<file path="src/rtl/d_branch_unit.sv">
// Decode-stage branch resolution: six compare conditions on forwarded operands,
// a PC-indexed table of 2-bit saturating predictors, and branch/mispredict statistics.
module d_branch_unit #(
  parameter int WIDTH = 32,
  parameter int PHT_DEPTH = 64,
  localparam int IDX_W = $clog2(PHT_DEPTH)
) (
  input  logic             clk,
  input  logic             reset,
  input  logic [WIDTH-1:0] rs,
  input  logic [WIDTH-1:0] rt,
  input  logic [2:0]       CMPOp,
  input  logic             br_valid,
  input  logic [31:0]      d_pc,
  input  logic             d_pred_taken,
  input  logic [31:0]      f_pc,
  output logic             f_pred_taken,
  output logic             b_jump,
  output logic             mispredict,
  output logic [WIDTH-1:0] br_cnt,
  output logic [WIDTH-1:0] miss_cnt
);

  // br_valid is a one-sided valid with no ready: every cycle it is high retires
  // one branch (train + count); the pipeline drops it while D is stalled.

  logic [1:0]       pht [PHT_DEPTH];
  logic [IDX_W-1:0] idx_d;
  logic [IDX_W-1:0] idx_f;
  logic             legal_op;
  logic             upd;
  logic             rs_zero;
  logic [1:0]       cur_ctr;
  logic [1:0]       nxt_ctr;

  assign idx_d    = d_pc[IDX_W+1:2];
  assign idx_f    = f_pc[IDX_W+1:2];
  assign legal_op = (CMPOp <= 3'd5);
  assign upd      = br_valid & legal_op;
  assign rs_zero  = (rs == '0);

  always_comb begin
    b_jump = 1'b0;
    case (CMPOp)
      3'd0: b_jump = (rs == rt);
      3'd1: b_jump = (rs != rt);
      3'd2: b_jump = rs[WIDTH-1] | rs_zero;
      3'd3: b_jump = ~rs[WIDTH-1] & ~rs_zero;
      3'd4: b_jump = rs[WIDTH-1];
      3'd5: b_jump = ~rs[WIDTH-1];
      default: b_jump = 1'b0;
    endcase
  end

  assign mispredict = upd & (b_jump != d_pred_taken);

  // Saturating move along SNT <-> WNT <-> WT <-> ST
  always_comb begin
    cur_ctr = pht[idx_d];
    nxt_ctr = cur_ctr;
    if (b_jump) begin
      if (cur_ctr != 2'b11) nxt_ctr = cur_ctr + 2'd1;
    end else begin
      if (cur_ctr != 2'b00) nxt_ctr = cur_ctr - 2'd1;
    end
  end

  // Fetch sees the counter it would read next cycle when D writes the same entry
  always_comb begin
    f_pred_taken = pht[idx_f][1];
    if (upd && (idx_f == idx_d)) f_pred_taken = nxt_ctr[1];
  end

  always_ff @(posedge clk or negedge reset) begin
    if (!reset) begin
      for (int i = 0; i < PHT_DEPTH; i++) pht[i] <= 2'b01;
      br_cnt   <= '0;
      miss_cnt <= '0;
    end else if (upd) begin
      pht[idx_d] <= nxt_ctr;
      if (br_cnt != '1) br_cnt <= br_cnt + WIDTH'(1);
      if (mispredict && (miss_cnt != '1)) miss_cnt <= miss_cnt + WIDTH'(1);
    end
  end

endmodule

</file>
<file path="config.mk">
export PLATFORM = sky130hd
export DESIGN_NAME = d_branch_unit
export DESIGN_NICKNAME = d
export VERILOG_FILES = /design/src/rtl/d_branch_unit.sv
export SDC_FILE = /design/constraint.sdc
export NUM_CORES = 1
export LEC_CHECK = 0
export ABC_AREA = 1
export BUFFER_PORTS_ARGS = -buffer_cell sky130_fd_sc_hd__buf_4
export CORE_MARGIN = 3
export CORE_UTILIZATION = 50
export CTS_BUF_LIST = sky130_fd_sc_hd__clkbuf_8
export DETAILED_ROUTE_END_ITERATION = 10
export PLACE_DENSITY = 0.79
export SYNTH_ARGS = -nofsm -noshare
export SYNTH_HDL_FRONTEND = slang
export SYNTH_SLANG_ARGS = --single-unit
</file>
<file path="constraint.sdc">
create_clock -name clk -period 5.1 [get_ports clk]
set_input_delay 0.255 -clock clk [delete_from_list [all_inputs] [get_ports clk]]
set_output_delay 0.255 -clock clk [all_outputs]
set_load 0.01 [all_outputs]
</file>
# [Yosys cells after proc, flatten, opt, wreduce, memory -nomap -nowiden]
# Cells that the tools add are included.
[totals] inputBits=135 reg_bits=192 output_inout_bits=67
[classes] n_reduce_logical=8 addsub=4 eq_ne=12 n_lt_le_gt_ge=4 mux=14 n_bitwise=8
[op_table] op="$bwmux W128" count=1
[op_table] op="$add A32 B1 Y32 const B" count=2
[op_table] op="$ne A32 B32 Y1 const B" count=2
[op_table] op="$eq A32 B32 Y1" count=1
[op_table] op="$logic_not A32 Y1" count=1
[op_table] op="$ne A32 B32 Y1" count=1
[op_table] op="$bmux W2 S6" count=2
[op_table] op="$mux W2" count=8
[op_table] op="$ge A7 B7 Y1 const B" count=2
[op_table] op="$not A6 Y7" count=2
[op_table] op="$demux W2 S6" count=1
[op_table] op="$lt A7 B1 Y1 const B" count=1
[op_table] op="$eq A3 B2 Y1 const B" count=2
[op_table] op="$eq A3 B3 Y1 const B" count=2
[op_table] op="$eq A6 B6 Y1" count=1
[op_table] op="$pmux W1 S6" count=1
[op_table] op="$reduce_and A2 Y1" count=2
[op_table] op="$and A1 B1 Y1" count=3
[op_table] op="$eq A3 B1 Y1 const B" count=1
[op_table] op="$le A3 B3 Y1 const B" count=1
[op_table] op="$logic_and A1 B1 Y1" count=3
[op_table] op="$logic_not A3 Y1" count=1
[op_table] op="$add A2 B1 Y2 const B" count=1
[op_table] op="$ne A2 B2 Y1 const B" count=1
[op_table] op="6 further kinds" count=7

# [Depth between registers and ports, before layout]
[depth] word_depth=8 ltp_mapped=19 ltp_nobuf=16

# [Least setup slack after synthesis]
# No wires, ideal clock.
[synth_path] path_kind="input to output" from="input d_pc[4]" to="output f_pred_taken" t_arrival_ps=1859 n_path_buf=5 slack_ps=2986 path_stages=18 path_cell_list="buf_4 inv_2 buf_4 nand3_2 buf_4 o21ai_1 nor2_1 nand2_1 nand2_1 nand2_1 nor2_1 nand2_1 nand2_1 nand2_1 buf_4 buf_6 nand3_1 nand2_1"
[synth_via] elab_chain_len=8 elab_cells_between_ends=14 classes_between="2 x add/sub; 2 x eq/ne; 7 x mux; 1 x bitwise; 2 x reduce/logical"
[synth_rtl] element="from (decl)" line="14" source="input logic [31:0] d_pc,"
[synth_rtl] element="$not A6 Y7 (implied by the code)" line="59" source="cur_ctr = pht[idx_d];"
[synth_rtl] element="$bmux W2 S6" line="59"
[synth_rtl] element="$mux W2 (implied by the code) (2 in a row)" line="59"
[synth_rtl] element="$sub A2 B1 Y2 (tied with other cells)" line="64" source="if (cur_ctr != 2'b00) nxt_ctr = cur_ctr - 2'd1;"
[synth_rtl] element="$mux W2 (on tied branches)" line="64, 62"
[synth_rtl] element="$mux W2" line="61" source="if (b_jump) begin"
[synth_rtl] element="$mux W1 (*)" line="71" source="if (upd && (idx_f == idx_d)) f_pred_taken = nxt_ctr[1];"
[synth_rtl] element="to (decl)" line="17" source="output logic f_pred_taken,"
# Mark *: on every way between the ends. The rest lies on a longest branch, timed or not. The select of a mux whose other input is x is not followed.

# [Worst setup path after layout]
[layout_path] from="input d_pc[2]" to="output f_pred_taken"
# Same word-level chain as after synthesis.

==> impl_metrics.ini <==
[clocking]
clkTransAtPathRegs_ns = 0.11
ctsResizeCount = 0
cts.htree.levels = 4
cts_setup_buffers = 0
cts_buffers = 17
numClockSinks = 192
clk_latency_ns = 0.49
cts-root-buf = clkbuf_8
cts_max_path_buffers = 2
cts_tree = done
ctsHoldBuffers = 1

[timing]
rsz0062_at_grt = no
drv_slew = 0
relSlewSlack = 0.2949
fin_setup_tns_ns = 0
fin_worst_skew_ns = 0.02363
hold_viol_final = 0
min_period_ns = 3.450
fmax_mhz = 289.8
tightestPinTransition_ns = 1.055
timing.final.crit_share = 0.6766
setup_viol = 0

[grt]
grt_pass1_wl_mm = 59.80
met2_usage = 0.4547
use_met3 = 0.05866
grt_util_all_layers = 0.2785
grt-ovfl-total = 0
grt_pass1_vias = 12260
grt_max_degree = 94
use_met1 = 0.3668
grt.busiest_layer = met2
antenna_found_initial = 0

[setup_path]
r2r_cells = 13
crit_required_ns = 4.85
timing.rr.start = pht[40]
r2r_end = pht[65]
critPathKind = in2out
reg2reg_slack_ns = 2.57
worstSetupEndpointType = output pin
crit_fanout = 55
crit_path_start_kind = input port
cp_data_arrival_time_ns = 3.20

[run_status]
status = finished, final reports clean

[power]
leakage_nw = 6.739
finalPower_mw = 3.517
power_density_nw_per_um2 = 253.3
vdd_drop_max_v = 0.0001724

[floorplan]
die_w_um = 162.3
start_util = 0.5143
chipHeight_um = 162.3
io_pins = 202
core_um2 = 23750
die-area_um2 = 26340
num_rows = 56

[flow_run]
drv_cap = 0

[drt]
drtPass1Iterations = 8
drt-total-wl_mm = 36.41
vias = 12350
drc = 0
drt_iter0_drc = 1282
wl_per_cell_um = 16.23
routed_via_density = 5.501
ant_nets = 0

[layout]
final_cell_mix = 680 x nand2_1, 168 x nor2_1, 166 x inv_1
layout-drive-gt1-share = 0.1429
nFillCells = 2187
antennaDiodeCount = 0
area_delta_synth_final_pct = 13.64
final_util = 0.5845
layout.nets = 2050
final_cells = 2244
final_common_cell = nand2_1

[yosys]
synth.area.top_cells = dfrtp_1 26%, nand2_1 21%, dfstp_2 14%, nand3_1 6.5%, nor2_1 5.2%
ys_seq_area_frac = 0.3998
synth_top_flop_cell = dfrtp_1
yosys_register_bits = 192
synth_cells = 1801
synth_edf_count = 0
ys_types = 32
syn_avg_cell_area_um2 = 6.783
synth_largest_area_cell = dfrtp_1
synth_nets = 1938
async_flop_share = 1.000
ys_warn_count = 0
mappedNetlistArea_um2 = 12220
synth.top_cell.area_share = 0.2622

[placement]
numPortBuffers = 149
dp_hpwl_mm = 24.90
gp_congestion = 0.9366
dp.cells = 2212

[hold_path]
hold_path.class = in2async
[final cells by class]
type / count / area (um2) / share of cell area
flip-flops and latches: 192 / 4885 / 0.3518
repair buffers: 165 / 1272 / 0.09165
well taps: 319 / 399.1 / 0.02875
multi-input cells: 1362 / 6269 / 0.4515
inverters: 175 / 656.9 / 0.04731
clock inverters: 14 / 167.7 / 0.01208
clock buffers: 17 / 234.0 / 0.01685
[synth_stat cells (2+ instances only)]
cell / n
a21oi_1: 41
nand2_2: 2
nand4_1: 56
buf_6: 10
dfstp_2: 64
inv_1: 164
xor2_1: 47
nand3_2: 3
nand3b_1: 2
clkbuf_1: 26
nor3_1: 47
nor4_1: 16
and2_1: 5
o21ai_0: 58
buf_2: 23
xnor2_1: 40
nand2_1: 682
nor2_1: 168
o211ai_1: 15
buf_1: 2
buf_4: 11
o21ai_1: 14
dfrtp_1: 128
ha_1: 2
inv_2: 10
nand3_1: 159
[state kept, by name, summed over array words and instances (netlist names)]
| name | cells |
|---|---|
| miss_cnt | 32 |
| br_cnt | 32 |
| pht | 128 |
[metrics by stage]
stage	hold slack (ns)	setup WS [ns]	area, um2
2_1_floorplan	-0.04059	2.986	12220
3_3_place_gp	0.3797	1.644	13470
6_report	0.3894	1.650	13880
4_1_cts	0.3687	1.726	13880
3_5_place_dp	0.3794	1.623	13470
5_1_grt	0.4325	1.487	13880
[critical path, cell delays in order]
cell and delay, ns:
buf_4 0.49, inv_2 0.41, nand3_1 0.33, inv_2 0.17, nand2_1 0.08, nand2_1 0.05
nor2_1 0.21, nand2_1 0.08, nand2_1 0.07, nand2_1 0.05, nor2_1 0.12, nand2_1 0.11
inv_2 0.08, nand2_2 0.05, buf_4 0.24, nand3_1 0.12, nand2_1 0.07, buf_4 0.14
[worst max path at each step]
stage / startpoint / to / slack (ns) / cells after the start
2_1_floorplan: d_pc[4] / f_pred_taken / 2.99 / 18
3_3_place_gp: d_pc[2] / pht[112] / 1.64 / 17
3_5_place_dp: d_pc[2] / pht[24] / 1.62 / 18
4_1_cts: d_pc[2] / f_pred_taken / 1.73 / 18
5_1_grt: d_pc[2] / f_pred_taken / 1.49 / 18
6_report: d_pc[2] / f_pred_taken / 1.65 / 18
[where the power goes]
part | switching, mW | total [mW] | internal [mW]
logic | 0.448 | 0.695 | 0.246
registers | 0.0933 | 1.76 | 1.66
clock network | 0.583 | 1.07 | 0.483
total | 1.13 | 3.52 | 2.39
[layer usage]
metal  vias to the layer above  part of all wire
li1                       5949                 -
met1                      5745              0.42
met2                       580              0.47
met3                        71             0.087
met4                         0             0.027
met5                         -                 0
[kinds of logic after synthesis]
group / count (synthesis) / synth area share
XOR/XNOR: 87 / 0.06237
adder cells (fa/ha/maj): 2 / 0.002048
buffers and inverters: 247 / 0.08777
AND/OR/NAND/NOR: 1143 / 0.3913
flip-flops: 192 / 0.3998
AO/OA/AOI/OAI: 130 / 0.05664
Power figures use the tool's default switching activity.
